$ cat src/rtl/ldst_pkg.sv
`default_nettype none
// ============================================================================
// Package : ldst_pkg
// Purpose : Shared types for the load/store functional unit: access-size
//           encoding, writeback exception codes, opcode/type bit positions
//           and the per-entry metadata kept for each outstanding load.
// Ports   : none (package)
// Rev     : 1.0  initial release
// ============================================================================
package ldst_pkg;

  typedef enum logic [1:0] {
    SZ_B = 2'd0,
    SZ_H = 2'd1,
    SZ_W = 2'd2,
    SZ_D = 2'd3
  } ldst_size_e;

  typedef enum logic [1:0] {
    EXC_NONE     = 2'b00,
    EXC_MISALIGN = 2'b01,
    EXC_ILLEGAL  = 2'b10
  } ldst_exc_e;

  localparam int OPC_STORE_BIT     = 3;
  localparam int TYPE_UNSIGNED_BIT = 2;

  // Metadata for one outstanding load; the tag and address are held in
  // parallel arrays in the unit because their widths are parameters.
  typedef struct packed {
    logic       discard;
    ldst_size_e size;
    logic       is_unsigned;
  } ld_meta_t;

endpackage
`default_nettype wire

$ cat src/rtl/ldst_fu_pipe_if.sv
`default_nettype none
// ============================================================================
// Interface : ldst_fu_pipe_if
// Purpose   : Bundles the issue port, data-cache request/response port and
//             writeback bus of the load/store unit.
// Modports  : slave  - the load/store unit (receives issue, drives D$ req/wb)
//             master - the environment (issue logic, D$, writeback consumer)
// Rev       : 1.0  initial release
// ============================================================================
interface ldst_fu_pipe_if #(
  parameter int XLEN  = 32,
  parameter int TAG_W = 6
);
  // issue
  logic              valid;
  logic              ready;
  logic [4:0]        opcode;
  logic [3:0]        ld_st_type;
  logic [XLEN-1:0]   rs1;
  logic [XLEN-1:0]   rs2;
  logic [XLEN-1:0]   imm;
  logic [TAG_W-1:0]  tag;
  logic              flush;
  // data cache
  logic              dc_req_valid;
  logic              dc_req_ready;
  logic              dc_req_we;
  logic [XLEN-1:0]   dc_req_addr;
  logic [XLEN-1:0]   dc_req_wdata;
  logic [XLEN/8-1:0] dc_req_be;
  logic              dc_resp_valid;
  logic [XLEN-1:0]   dc_resp_rdata;
  // writeback
  logic              wb_valid;
  logic [TAG_W-1:0]  wb_tag;
  logic [XLEN-1:0]   wb_result;
  logic [XLEN-1:0]   wb_address;
  logic [1:0]        wb_exc;

  modport slave (
    input  valid, opcode, ld_st_type, rs1, rs2, imm, tag, flush,
    input  dc_req_ready, dc_resp_valid, dc_resp_rdata,
    output ready, dc_req_valid, dc_req_we, dc_req_addr, dc_req_wdata, dc_req_be,
    output wb_valid, wb_tag, wb_result, wb_address, wb_exc
  );

  modport master (
    output valid, opcode, ld_st_type, rs1, rs2, imm, tag, flush,
    output dc_req_ready, dc_resp_valid, dc_resp_rdata,
    input  ready, dc_req_valid, dc_req_we, dc_req_addr, dc_req_wdata, dc_req_be,
    input  wb_valid, wb_tag, wb_result, wb_address, wb_exc
  );
endinterface
`default_nettype wire

$ cat src/rtl/ldst_load_fmt.sv
`default_nettype none
// ============================================================================
// Module  : ldst_load_fmt
// Purpose : Combinational load-data formatter. Shifts the addressed bytes of
//           a full aligned word down to bit 0, keeps 2^size bytes and zero-
//           or sign-extends to XLEN.
// Ports   : rdata (in, XLEN), offset (in, byte offset in word), size (in),
//           is_unsigned (in), result (out, XLEN)
// Rev     : 1.0  initial release
// ============================================================================
module ldst_load_fmt
  import ldst_pkg::*;
#(
  parameter int XLEN = 32
) (
  input  logic [XLEN-1:0]            rdata,
  input  logic [$clog2(XLEN/8)-1:0]  offset,
  input  ldst_size_e                 size,
  input  logic                       is_unsigned,
  output logic [XLEN-1:0]            result
);

  logic [XLEN-1:0] shifted;
  logic            sign_bit;
  int              nbits;

  always_comb begin
    shifted  = rdata >> {offset, 3'b000};
    nbits    = 8 << int'(size);
    if (nbits > XLEN) nbits = XLEN;
    sign_bit = 1'b0;
    for (int i = 0; i < XLEN; i++) begin
      if (i == nbits - 1) sign_bit = shifted[i];
    end
    for (int i = 0; i < XLEN; i++) begin
      result[i] = (i < nbits) ? shifted[i] : (sign_bit & ~is_unsigned);
    end
  end

endmodule
`default_nettype wire

$ cat src/rtl/ldst_fu_pipe.sv
`default_nettype none
// ============================================================================
// Module  : ldst_fu_pipe
// Purpose : Pipelined load/store unit. One issue register (S1) computes the
//           effective address, alignment/size faults and store lane data.
//           Outstanding loads are tracked in an in-order FIFO; responses pop
//           the head and are formatted onto a registered writeback bus.
// Ports   : clk, rst_n (async active-low), bus (ldst_fu_pipe_if.slave:
//           issue, flush, D$ request/response, writeback)
// Rev     : 1.0  initial release
// ============================================================================
module ldst_fu_pipe
  import ldst_pkg::*;
#(
  parameter int XLEN  = 32,
  parameter int TAG_W = 6,
  parameter int DEPTH = 4
) (
  input  logic           clk,
  input  logic           rst_n,
  ldst_fu_pipe_if.slave  bus
);

  localparam int NB    = XLEN / 8;
  localparam int OFF_W = $clog2(NB);
  localparam int PTR_W = $clog2(DEPTH);
  localparam logic [PTR_W:0] PTR_ONE = (PTR_W + 1)'(1);

  // ---------------- S1 issue register ----------------
  logic             s1_valid_q, s1_valid_d;
  logic             s1_store_q, s1_store_d;
  ldst_size_e       s1_size_q,  s1_size_d;
  logic             s1_uns_q,   s1_uns_d;
  logic [TAG_W-1:0] s1_tag_q,   s1_tag_d;
  logic [XLEN-1:0]  s1_addr_q,  s1_addr_d;
  logic [XLEN-1:0]  s1_data_q,  s1_data_d;

  // ---------------- load FIFO ----------------
  logic [PTR_W:0]   head_q, head_d, tail_q, tail_d;
  ld_meta_t         meta_q [DEPTH];
  ld_meta_t         meta_d [DEPTH];
  logic [TAG_W-1:0] ftag_q [DEPTH];
  logic [TAG_W-1:0] ftag_d [DEPTH];
  logic [XLEN-1:0]  faddr_q [DEPTH];
  logic [XLEN-1:0]  faddr_d [DEPTH];

  // ---------------- writeback register ----------------
  logic             wb_valid_q, wb_valid_d;
  logic [TAG_W-1:0] wb_tag_q,   wb_tag_d;
  logic [XLEN-1:0]  wb_result_q, wb_result_d;
  logic [XLEN-1:0]  wb_address_q, wb_address_d;
  ldst_exc_e        wb_exc_q,   wb_exc_d;

  logic [OFF_W-1:0] s1_off, align_mask;
  logic             s1_illegal, s1_misalign, s1_fault;
  ldst_exc_e        s1_exc;
  logic [NB-1:0]    s1_be;
  logic             fifo_empty, fifo_full, fifo_room;
  logic             pop, push, req_valid, handshake, depart, capture;
  logic [PTR_W-1:0] head_idx;
  ld_meta_t         head_meta;
  logic [XLEN-1:0]  fmt_result;
  logic             unused_bits;

  assign unused_bits = ^{bus.opcode[4], bus.opcode[2:0], bus.ld_st_type[3]};

  // S1 fault detection and lane formatting
  assign s1_off = s1_addr_q[OFF_W-1:0];

  always_comb begin
    for (int i = 0; i < OFF_W; i++) align_mask[i] = (i < int'(s1_size_q));
    for (int i = 0; i < NB; i++) begin
      s1_be[i] = s1_valid_q && (i >= int'(s1_off)) &&
                 (i < int'(s1_off) + (1 << int'(s1_size_q)));
    end
  end

  assign s1_illegal  = int'(s1_size_q) > OFF_W;
  assign s1_misalign = |(s1_off & align_mask);
  assign s1_fault    = s1_illegal || s1_misalign;
  assign s1_exc      = s1_illegal ? EXC_ILLEGAL : (s1_misalign ? EXC_MISALIGN : EXC_NONE);

  // FIFO status; a pop in the same cycle frees an entry for a push
  assign head_idx   = head_q[PTR_W-1:0];
  assign head_meta  = meta_q[head_idx];
  assign fifo_empty = (head_q == tail_q);
  assign fifo_full  = (head_q[PTR_W] != tail_q[PTR_W]) &&
                      (head_q[PTR_W-1:0] == tail_q[PTR_W-1:0]);
  assign pop        = bus.dc_resp_valid && !fifo_empty;
  assign fifo_room  = !fifo_full || pop;

  // Stores and faults yield the writeback slot to a returning load, so they
  // wait out any response cycle. Requests are also withheld during a flush
  // so no D$ access can be issued for an op that is being killed.
  assign req_valid = s1_valid_q && !bus.flush && !s1_fault &&
                     (s1_store_q ? !bus.dc_resp_valid : fifo_room);
  assign handshake = req_valid && bus.dc_req_ready;
  assign depart    = s1_valid_q && !bus.flush &&
                     (s1_fault ? !bus.dc_resp_valid : handshake);
  assign push      = handshake && !s1_store_q;
  assign bus.ready = !s1_valid_q || depart;
  assign capture   = bus.valid && bus.ready && !bus.flush;

  assign bus.dc_req_valid = req_valid;
  assign bus.dc_req_we    = s1_valid_q && s1_store_q;
  assign bus.dc_req_addr  = s1_valid_q ? {s1_addr_q[XLEN-1:OFF_W], {OFF_W{1'b0}}} : '0;
  assign bus.dc_req_wdata = s1_valid_q ? (s1_data_q << {s1_off, 3'b000}) : '0;
  assign bus.dc_req_be    = s1_be;

  ldst_load_fmt #(.XLEN(XLEN)) u_fmt (
    .rdata       (bus.dc_resp_rdata),
    .offset      (faddr_q[head_idx][OFF_W-1:0]),
    .size        (head_meta.size),
    .is_unsigned (head_meta.is_unsigned),
    .result      (fmt_result)
  );

  always_comb begin
    s1_valid_d = s1_valid_q;
    s1_store_d = s1_store_q;
    s1_size_d  = s1_size_q;
    s1_uns_d   = s1_uns_q;
    s1_tag_d   = s1_tag_q;
    s1_addr_d  = s1_addr_q;
    s1_data_d  = s1_data_q;
    if (bus.flush) begin
      s1_valid_d = 1'b0;
    end else if (capture) begin
      s1_valid_d = 1'b1;
      s1_store_d = bus.opcode[OPC_STORE_BIT];
      s1_size_d  = ldst_size_e'(bus.ld_st_type[1:0]);
      s1_uns_d   = bus.ld_st_type[TYPE_UNSIGNED_BIT];
      s1_tag_d   = bus.tag;
      s1_addr_d  = bus.rs1 + bus.imm;
      s1_data_d  = bus.rs2;
    end else if (depart) begin
      s1_valid_d = 1'b0;
    end
  end

  always_comb begin
    head_d  = pop  ? head_q + PTR_ONE : head_q;
    tail_d  = push ? tail_q + PTR_ONE : tail_q;
    meta_d  = meta_q;
    ftag_d  = ftag_q;
    faddr_d = faddr_q;
    if (push) begin
      meta_d[tail_q[PTR_W-1:0]]  = '{discard: 1'b0, size: s1_size_q, is_unsigned: s1_uns_q};
      ftag_d[tail_q[PTR_W-1:0]]  = s1_tag_q;
      faddr_d[tail_q[PTR_W-1:0]] = s1_addr_q;
    end
    // Killed loads keep their slot so their responses still pop in order
    if (bus.flush) begin
      for (int i = 0; i < DEPTH; i++) meta_d[i].discard = 1'b1;
    end
  end

  always_comb begin
    wb_valid_d   = 1'b0;
    wb_tag_d     = '0;
    wb_result_d  = '0;
    wb_address_d = '0;
    wb_exc_d     = EXC_NONE;
    if (pop && !head_meta.discard && !bus.flush) begin
      wb_valid_d   = 1'b1;
      wb_tag_d     = ftag_q[head_idx];
      wb_result_d  = fmt_result;
      wb_address_d = faddr_q[head_idx];
    end else if (depart && (s1_store_q || s1_fault)) begin
      wb_valid_d   = 1'b1;
      wb_tag_d     = s1_tag_q;
      wb_address_d = s1_addr_q;
      wb_exc_d     = s1_exc;
    end
  end

  always_ff @(posedge clk or negedge rst_n) begin
    if (!rst_n) begin
      s1_valid_q   <= 1'b0;
      s1_store_q   <= 1'b0;
      s1_size_q    <= SZ_B;
      s1_uns_q     <= 1'b0;
      s1_tag_q     <= '0;
      s1_addr_q    <= '0;
      s1_data_q    <= '0;
      head_q       <= '0;
      tail_q       <= '0;
      wb_valid_q   <= 1'b0;
      wb_tag_q     <= '0;
      wb_result_q  <= '0;
      wb_address_q <= '0;
      wb_exc_q     <= EXC_NONE;
    end else begin
      s1_valid_q   <= s1_valid_d;
      s1_store_q   <= s1_store_d;
      s1_size_q    <= s1_size_d;
      s1_uns_q     <= s1_uns_d;
      s1_tag_q     <= s1_tag_d;
      s1_addr_q    <= s1_addr_d;
      s1_data_q    <= s1_data_d;
      head_q       <= head_d;
      tail_q       <= tail_d;
      wb_valid_q   <= wb_valid_d;
      wb_tag_q     <= wb_tag_d;
      wb_result_q  <= wb_result_d;
      wb_address_q <= wb_address_d;
      wb_exc_q     <= wb_exc_d;
    end
  end

  // Entry payload needs no reset: the pointers define which entries are live
  always_ff @(posedge clk) begin
    meta_q  <= meta_d;
    ftag_q  <= ftag_d;
    faddr_q <= faddr_d;
  end

  assign bus.wb_valid   = wb_valid_q;
  assign bus.wb_tag     = wb_tag_q;
  assign bus.wb_result  = wb_result_q;
  assign bus.wb_address = wb_address_q;
  assign bus.wb_exc     = wb_exc_q;

endmodule
`default_nettype wire

$ cat src/flat_wrapper.sv
// flat-port wrapper written by rule: the top's interface ports become plain ports
module ldst_fu_pipe_flat import ldst_pkg::*;
#(
  parameter int XLEN  = 32,
  parameter int TAG_W = 6,
  parameter int DEPTH = 4
)
  (clk, rst_n, bus_valid, bus_opcode, bus_ld_st_type, bus_rs1, bus_rs2, bus_imm, bus_tag, bus_flush, bus_dc_req_ready, bus_dc_resp_valid, bus_dc_resp_rdata, bus_ready, bus_dc_req_valid, bus_dc_req_we, bus_dc_req_addr, bus_dc_req_wdata, bus_dc_req_be, bus_wb_valid, bus_wb_tag, bus_wb_result, bus_wb_address, bus_wb_exc);
  ldst_fu_pipe_if #(.XLEN(XLEN), .TAG_W(TAG_W)) bus_i ();
  input  logic clk;
  input  logic rst_n;
  input wire logic [$bits(bus_i.valid)-1:0] bus_valid;
  input wire logic [$bits(bus_i.opcode)-1:0] bus_opcode;
  input wire logic [$bits(bus_i.ld_st_type)-1:0] bus_ld_st_type;
  input wire logic [$bits(bus_i.rs1)-1:0] bus_rs1;
  input wire logic [$bits(bus_i.rs2)-1:0] bus_rs2;
  input wire logic [$bits(bus_i.imm)-1:0] bus_imm;
  input wire logic [$bits(bus_i.tag)-1:0] bus_tag;
  input wire logic [$bits(bus_i.flush)-1:0] bus_flush;
  input wire logic [$bits(bus_i.dc_req_ready)-1:0] bus_dc_req_ready;
  input wire logic [$bits(bus_i.dc_resp_valid)-1:0] bus_dc_resp_valid;
  input wire logic [$bits(bus_i.dc_resp_rdata)-1:0] bus_dc_resp_rdata;
  output wire logic [$bits(bus_i.ready)-1:0] bus_ready;
  output wire logic [$bits(bus_i.dc_req_valid)-1:0] bus_dc_req_valid;
  output wire logic [$bits(bus_i.dc_req_we)-1:0] bus_dc_req_we;
  output wire logic [$bits(bus_i.dc_req_addr)-1:0] bus_dc_req_addr;
  output wire logic [$bits(bus_i.dc_req_wdata)-1:0] bus_dc_req_wdata;
  output wire logic [$bits(bus_i.dc_req_be)-1:0] bus_dc_req_be;
  output wire logic [$bits(bus_i.wb_valid)-1:0] bus_wb_valid;
  output wire logic [$bits(bus_i.wb_tag)-1:0] bus_wb_tag;
  output wire logic [$bits(bus_i.wb_result)-1:0] bus_wb_result;
  output wire logic [$bits(bus_i.wb_address)-1:0] bus_wb_address;
  output wire logic [$bits(bus_i.wb_exc)-1:0] bus_wb_exc;
  assign bus_i.valid = bus_valid;
  assign bus_i.opcode = bus_opcode;
  assign bus_i.ld_st_type = bus_ld_st_type;
  assign bus_i.rs1 = bus_rs1;
  assign bus_i.rs2 = bus_rs2;
  assign bus_i.imm = bus_imm;
  assign bus_i.tag = bus_tag;
  assign bus_i.flush = bus_flush;
  assign bus_i.dc_req_ready = bus_dc_req_ready;
  assign bus_i.dc_resp_valid = bus_dc_resp_valid;
  assign bus_i.dc_resp_rdata = bus_dc_resp_rdata;
  assign bus_ready = bus_i.ready;
  assign bus_dc_req_valid = bus_i.dc_req_valid;
  assign bus_dc_req_we = bus_i.dc_req_we;
  assign bus_dc_req_addr = bus_i.dc_req_addr;
  assign bus_dc_req_wdata = bus_i.dc_req_wdata;
  assign bus_dc_req_be = bus_i.dc_req_be;
  assign bus_wb_valid = bus_i.wb_valid;
  assign bus_wb_tag = bus_i.wb_tag;
  assign bus_wb_result = bus_i.wb_result;
  assign bus_wb_address = bus_i.wb_address;
  assign bus_wb_exc = bus_i.wb_exc;
  ldst_fu_pipe #(.XLEN(XLEN), .TAG_W(TAG_W), .DEPTH(DEPTH)) u_core (.clk(clk), .rst_n(rst_n), .bus(bus_i));
endmodule
$ cat config.mk
export PLATFORM = sky130hd
export DESIGN_NAME = ldst_fu_pipe_flat
export DESIGN_NICKNAME = d
export VERILOG_FILES = /design/src/rtl/ldst_pkg.sv /design/src/rtl/ldst_fu_pipe_if.sv /design/src/rtl/ldst_load_fmt.sv /design/src/rtl/ldst_fu_pipe.sv /design/src/flat_wrapper.sv
export SDC_FILE = /design/constraint.sdc
export NUM_CORES = 1
export LEC_CHECK = 0
export ABC_AREA = 1
export CAP_MARGIN = 20
export CELL_PAD_IN_SITES_DETAIL_PLACEMENT = 1
export CELL_PAD_IN_SITES_GLOBAL_PLACEMENT = 1
export CORE_ASPECT_RATIO = 1.25
export CORE_MARGIN = 3
export CORE_UTILIZATION = 50
export DETAILED_ROUTE_END_ITERATION = 7
export DONT_BUFFER_PORTS = 1
export PLACE_DENSITY = 0.87
export SLEW_MARGIN = 20
export SYNTH_ARGS = -nofsm -noshare
export SYNTH_HDL_FRONTEND = slang
export SYNTH_HIERARCHICAL = 1
export SYNTH_SLANG_ARGS = --single-unit
$ cat constraint.sdc
create_clock -name clk -period 8.8 [get_ports clk]
set_input_delay 1.32 -clock clk [delete_from_list [all_inputs] [get_ports clk]]
set_output_delay 1.32 -clock clk [all_outputs]
set_load 0.05 [all_outputs]
==> impl_metrics.toml <==
[global_routing]
overflow = 0
grt_pass1_vias = 14200
grt.total_usage = 0.273
grt_first_pass_wirelength_um = 76500
antenna_found_initial = 0
grt_max_degree = 155

[timing]
timing.slew.headroom = 0.232
timing.setup.tns_ns = 0
finalHoldViolCount = 0
period_needed_ns = 4.49
hold_ws_ns = 0.468
tightest_slew_ns = 1.16
finClkSkew_ns = 0.0223
rsz0062_at_grt = "false"
setup-violations-final = 0
fmax_ghz = 0.223
min_period_over_period = 0.510
timing.final.ws_setup_ns = 4.31
drv_slew = 0

[synth]
syn_avg_cell_area_um2 = 8.31
yosysUniqueCellTypes = 46
synth_top_area_share = 0.300
synth_top_family_by_area = "simple AND/OR/NAND/NOR gates"
async_reset_ff_frac = 0.478
synth.yosys.warnings = 6
ys_seq_elements = 322
ys_seq_area_frac = 0.540
yosys.cell_count.top_type = "nand2_1"
synth_edf_count = 164
yosys-top-cells-count = "627 x nand2_1, 278 x inv_1, 211 x nor2_1"
synth_compound_area_frac = 0.0930
syn_area_um2 = 16400
synth_fa_ha_area_frac = 0.0360
synth_flop_cell = "edfxtp_1"
synth_mux_area_frac = 0
synth_area_leaders = "edfxtp_1 30%, dfrtp_1 23%, nand2_1 14%"
synth-simple-area-share = 0.228
synthCells = 1976
synth_xor_xnor_area_share = 0.0117
synth_top_area_cell = "edfxtp_1"

[critical_path]
path_max_fanout = 25
crit_chain = "ha_1 > fa_1 > xnor2_1 > inv_1 > nand2_1 > inv_1 > a21oi_1"
r2r-start = "u_core/head_q[0]"
critPathKind = "reg -> out"
crit_top_cell = "inv_1"
rrSetupSlack_ns = 4.65
worstRegToRegCells = 18
arrival_ns = 3.17
endpoint_kind = "primary output"
cp_top_family = "compound AO/OA/AOI/OAI gates"
crit_start = "u_core/s1_addr_q[0]"
cp.buffers_inverters = 2
cp_data_required_time_ns = 7.48
slowest_stage = "a21oi_1"
r2r_end = "u_core/bus.wb_result[22]"
cpPeakStageDelay_ns = 0.83
start_kind = "flip-flop"

[place]
portBuffers = 0
place_ws_ns = 4.81
hpwl_um = 32400
place.gp.congestion = 0.923

[final_layout]
drive_gt1_frac = 0.0562
n_antenna_cell = 0
final_util = 0.556
synthToLayoutAreaGrowth_pct = 8.55
nets = 2146

[clocking]
cts_repair_resize_count = 0
postCtsHoldBufs = 0
cts_root_buf = "clkbuf_16"
cts_setup_buffers = 0
clk_latency_ns = 0.52
numCtsBuffers = 34
cts_sinks = 322
cts_tree = "done"
clk_pin_slew_ns = 0.05
clock_path_buffers = 3
htreeDepth = 2

[power_and_ir_drop]
cellPowerDensity_nw_per_um2 = 298
peakVddDrop_uv = 234
p_leak_nw = 8.63
p_total_w = 0.00530

[flow_run]
maxCapViolations = 0

[drt]
drt.antenna.violating_nets = 0
firstDrtPassIters = 5
drt-initial-drc-count = 967
num_vias = 13300
avgRoutedWirePerCell_um = 20.3
wl_um = 48600
drc = 0
viasPerCell = 5.57

[worst_hold_path]
hold_class = "reg -> reg"
hold_depth = 2
hold_end = "u_core/meta_q[7]"
min_from = "u_core/meta_q[7]"

[die]
initial_core_util = 0.512
die_y_um = 209
die_width_um = 168
core_um2 = 32100
dieArea_um2 = 35100
std_cell_rows = 73
ioPinCount = 293

[status]
status = "finished, final reports clean"
-- flip-flops by register name, indices dropped and copies added (netlist names) --
| name | cells |
|---|---|
| u_core/bus.wb_address | 32 |
| u_core/head_q | 3 |
| u_core/s1_valid_q | 1 |
| u_core/bus.wb_result | 32 |
| u_core/tail_q | 3 |
| u_core/s1_tag_q | 6 |
| u_core/s1_data_q | 32 |
| u_core/s1_addr_q | 32 |
| u_core/s1_store_q | 1 |
| u_core/bus.wb_valid | 1 |
| u_core/bus.wb_exc | 2 |
| u_core/meta_q | 16 |
| u_core/s1_uns_q | 1 |
| u_core/faddr_q | 128 |
| u_core/s1_size_q | 2 |
| u_core/ftag_q | 24 |
| u_core/bus.wb_tag | 6 |
-- routing by layer --
layer  vias up  global-route usage  part of all wire
met5         -                   0                 0
met4         0               0.101             0.036
met3       103              0.0342             0.048
met2       430               0.491              0.51
met1      6582               0.337              0.40
li1       6197                   -                 -
-- worst reg2reg max path: stages (launching register included) --
cell and delay, ns:
dfrtp_2 0.36, buf_4 0.68, o21ai_0 0.26, o22ai_1 0.52, nor2_4 0.17, inv_4 0.12
ha_1 0.18, inv_1 0.05, ha_1 0.28, or2_2 0.30, nor2_1 0.14, nand2_1 0.08
nand3_1 0.10, nand2_1 0.07, nand2_2 0.10, nand3_4 0.27, nand2_2 0.16, inv_1 0.06
nor2_1 0.15
-- kinds of logic after synthesis --
group	Yosys count
buffers and inverters	363
adder cells (fa/ha/maj)	46
AND/OR/NAND/NOR	936
XOR/XNOR	22
flip-flops	322
AO/OA/AOI/OAI	284
other	3
-- report_power, final --
| part | total [W] | internal (W) | switching (W) | leakage, nW |
|---|---|---|---|---|
| combinational | 0.00174 | 0.000484 | 0.00126 | 4.54 |
| clock | 0.00148 | 0.000891 | 0.000586 | 0.558 |
| sequential | 0.00208 | 0.00177 | 0.000312 | 3.54 |
| total | 0.00530 | 0.00314 | 0.00216 | 8.63 |
-- layout by cell type (no fill, tap or decap), types with 5 or more instances in the layout --
master and instances:
a22oi_1 7, nand2_4 5, clkbuf_8 5, nor2_4 6, ha_1 44, dfrtp_1 153, conb_1 5, nand2_1 627
edfxtp_1 164, or2_2 9, o21ai_1 18, o22ai_1 40, inv_1 278, nor2_1 207, clkbuf_1 8, o21ai_0 159
xnor2_1 12, nand3_1 47, nand2_2 8, nor3_1 5, xor2_1 10, nand4_1 8, buf_4 15, a21oi_1 47
clkbuf_16 35
-- layout make-up --
cell class                 instances  area [um2]
multi-input combinational       1293        6110
fill                            3842       14200
timing repair buffer              15         113
inverter                         285        1080
clock buffer                      48         975
clock inverter                    13         168
sequential                       322        8860
tap                              412         515
-- stage by stage --
stage / cells / area [um2]
2_1_floorplan: 1978 / 16400
3_3_place_gp: 2327 / 16700
5_1_grt: 2388 / 17800
3_5_place_dp: 2327 / 16700
6_report: 2388 / 17800
4_1_cts: 2388 / 17800
-- worst max path at each step --
stage	slack (ns)	depth (start not counted)	end
floorplan	4.58	7	u_core/faddr_q[100]
detailed placement	4.81	19	u_core/bus.wb_result[28]
finish	4.31	7	bus_dc_req_be[2]
global route	4.09	11	bus_ready
CTS	4.27	7	bus_dc_req_be[2]
global placement	4.93	11	u_core/faddr_q[64]
(Power assumes the default switching activity.)
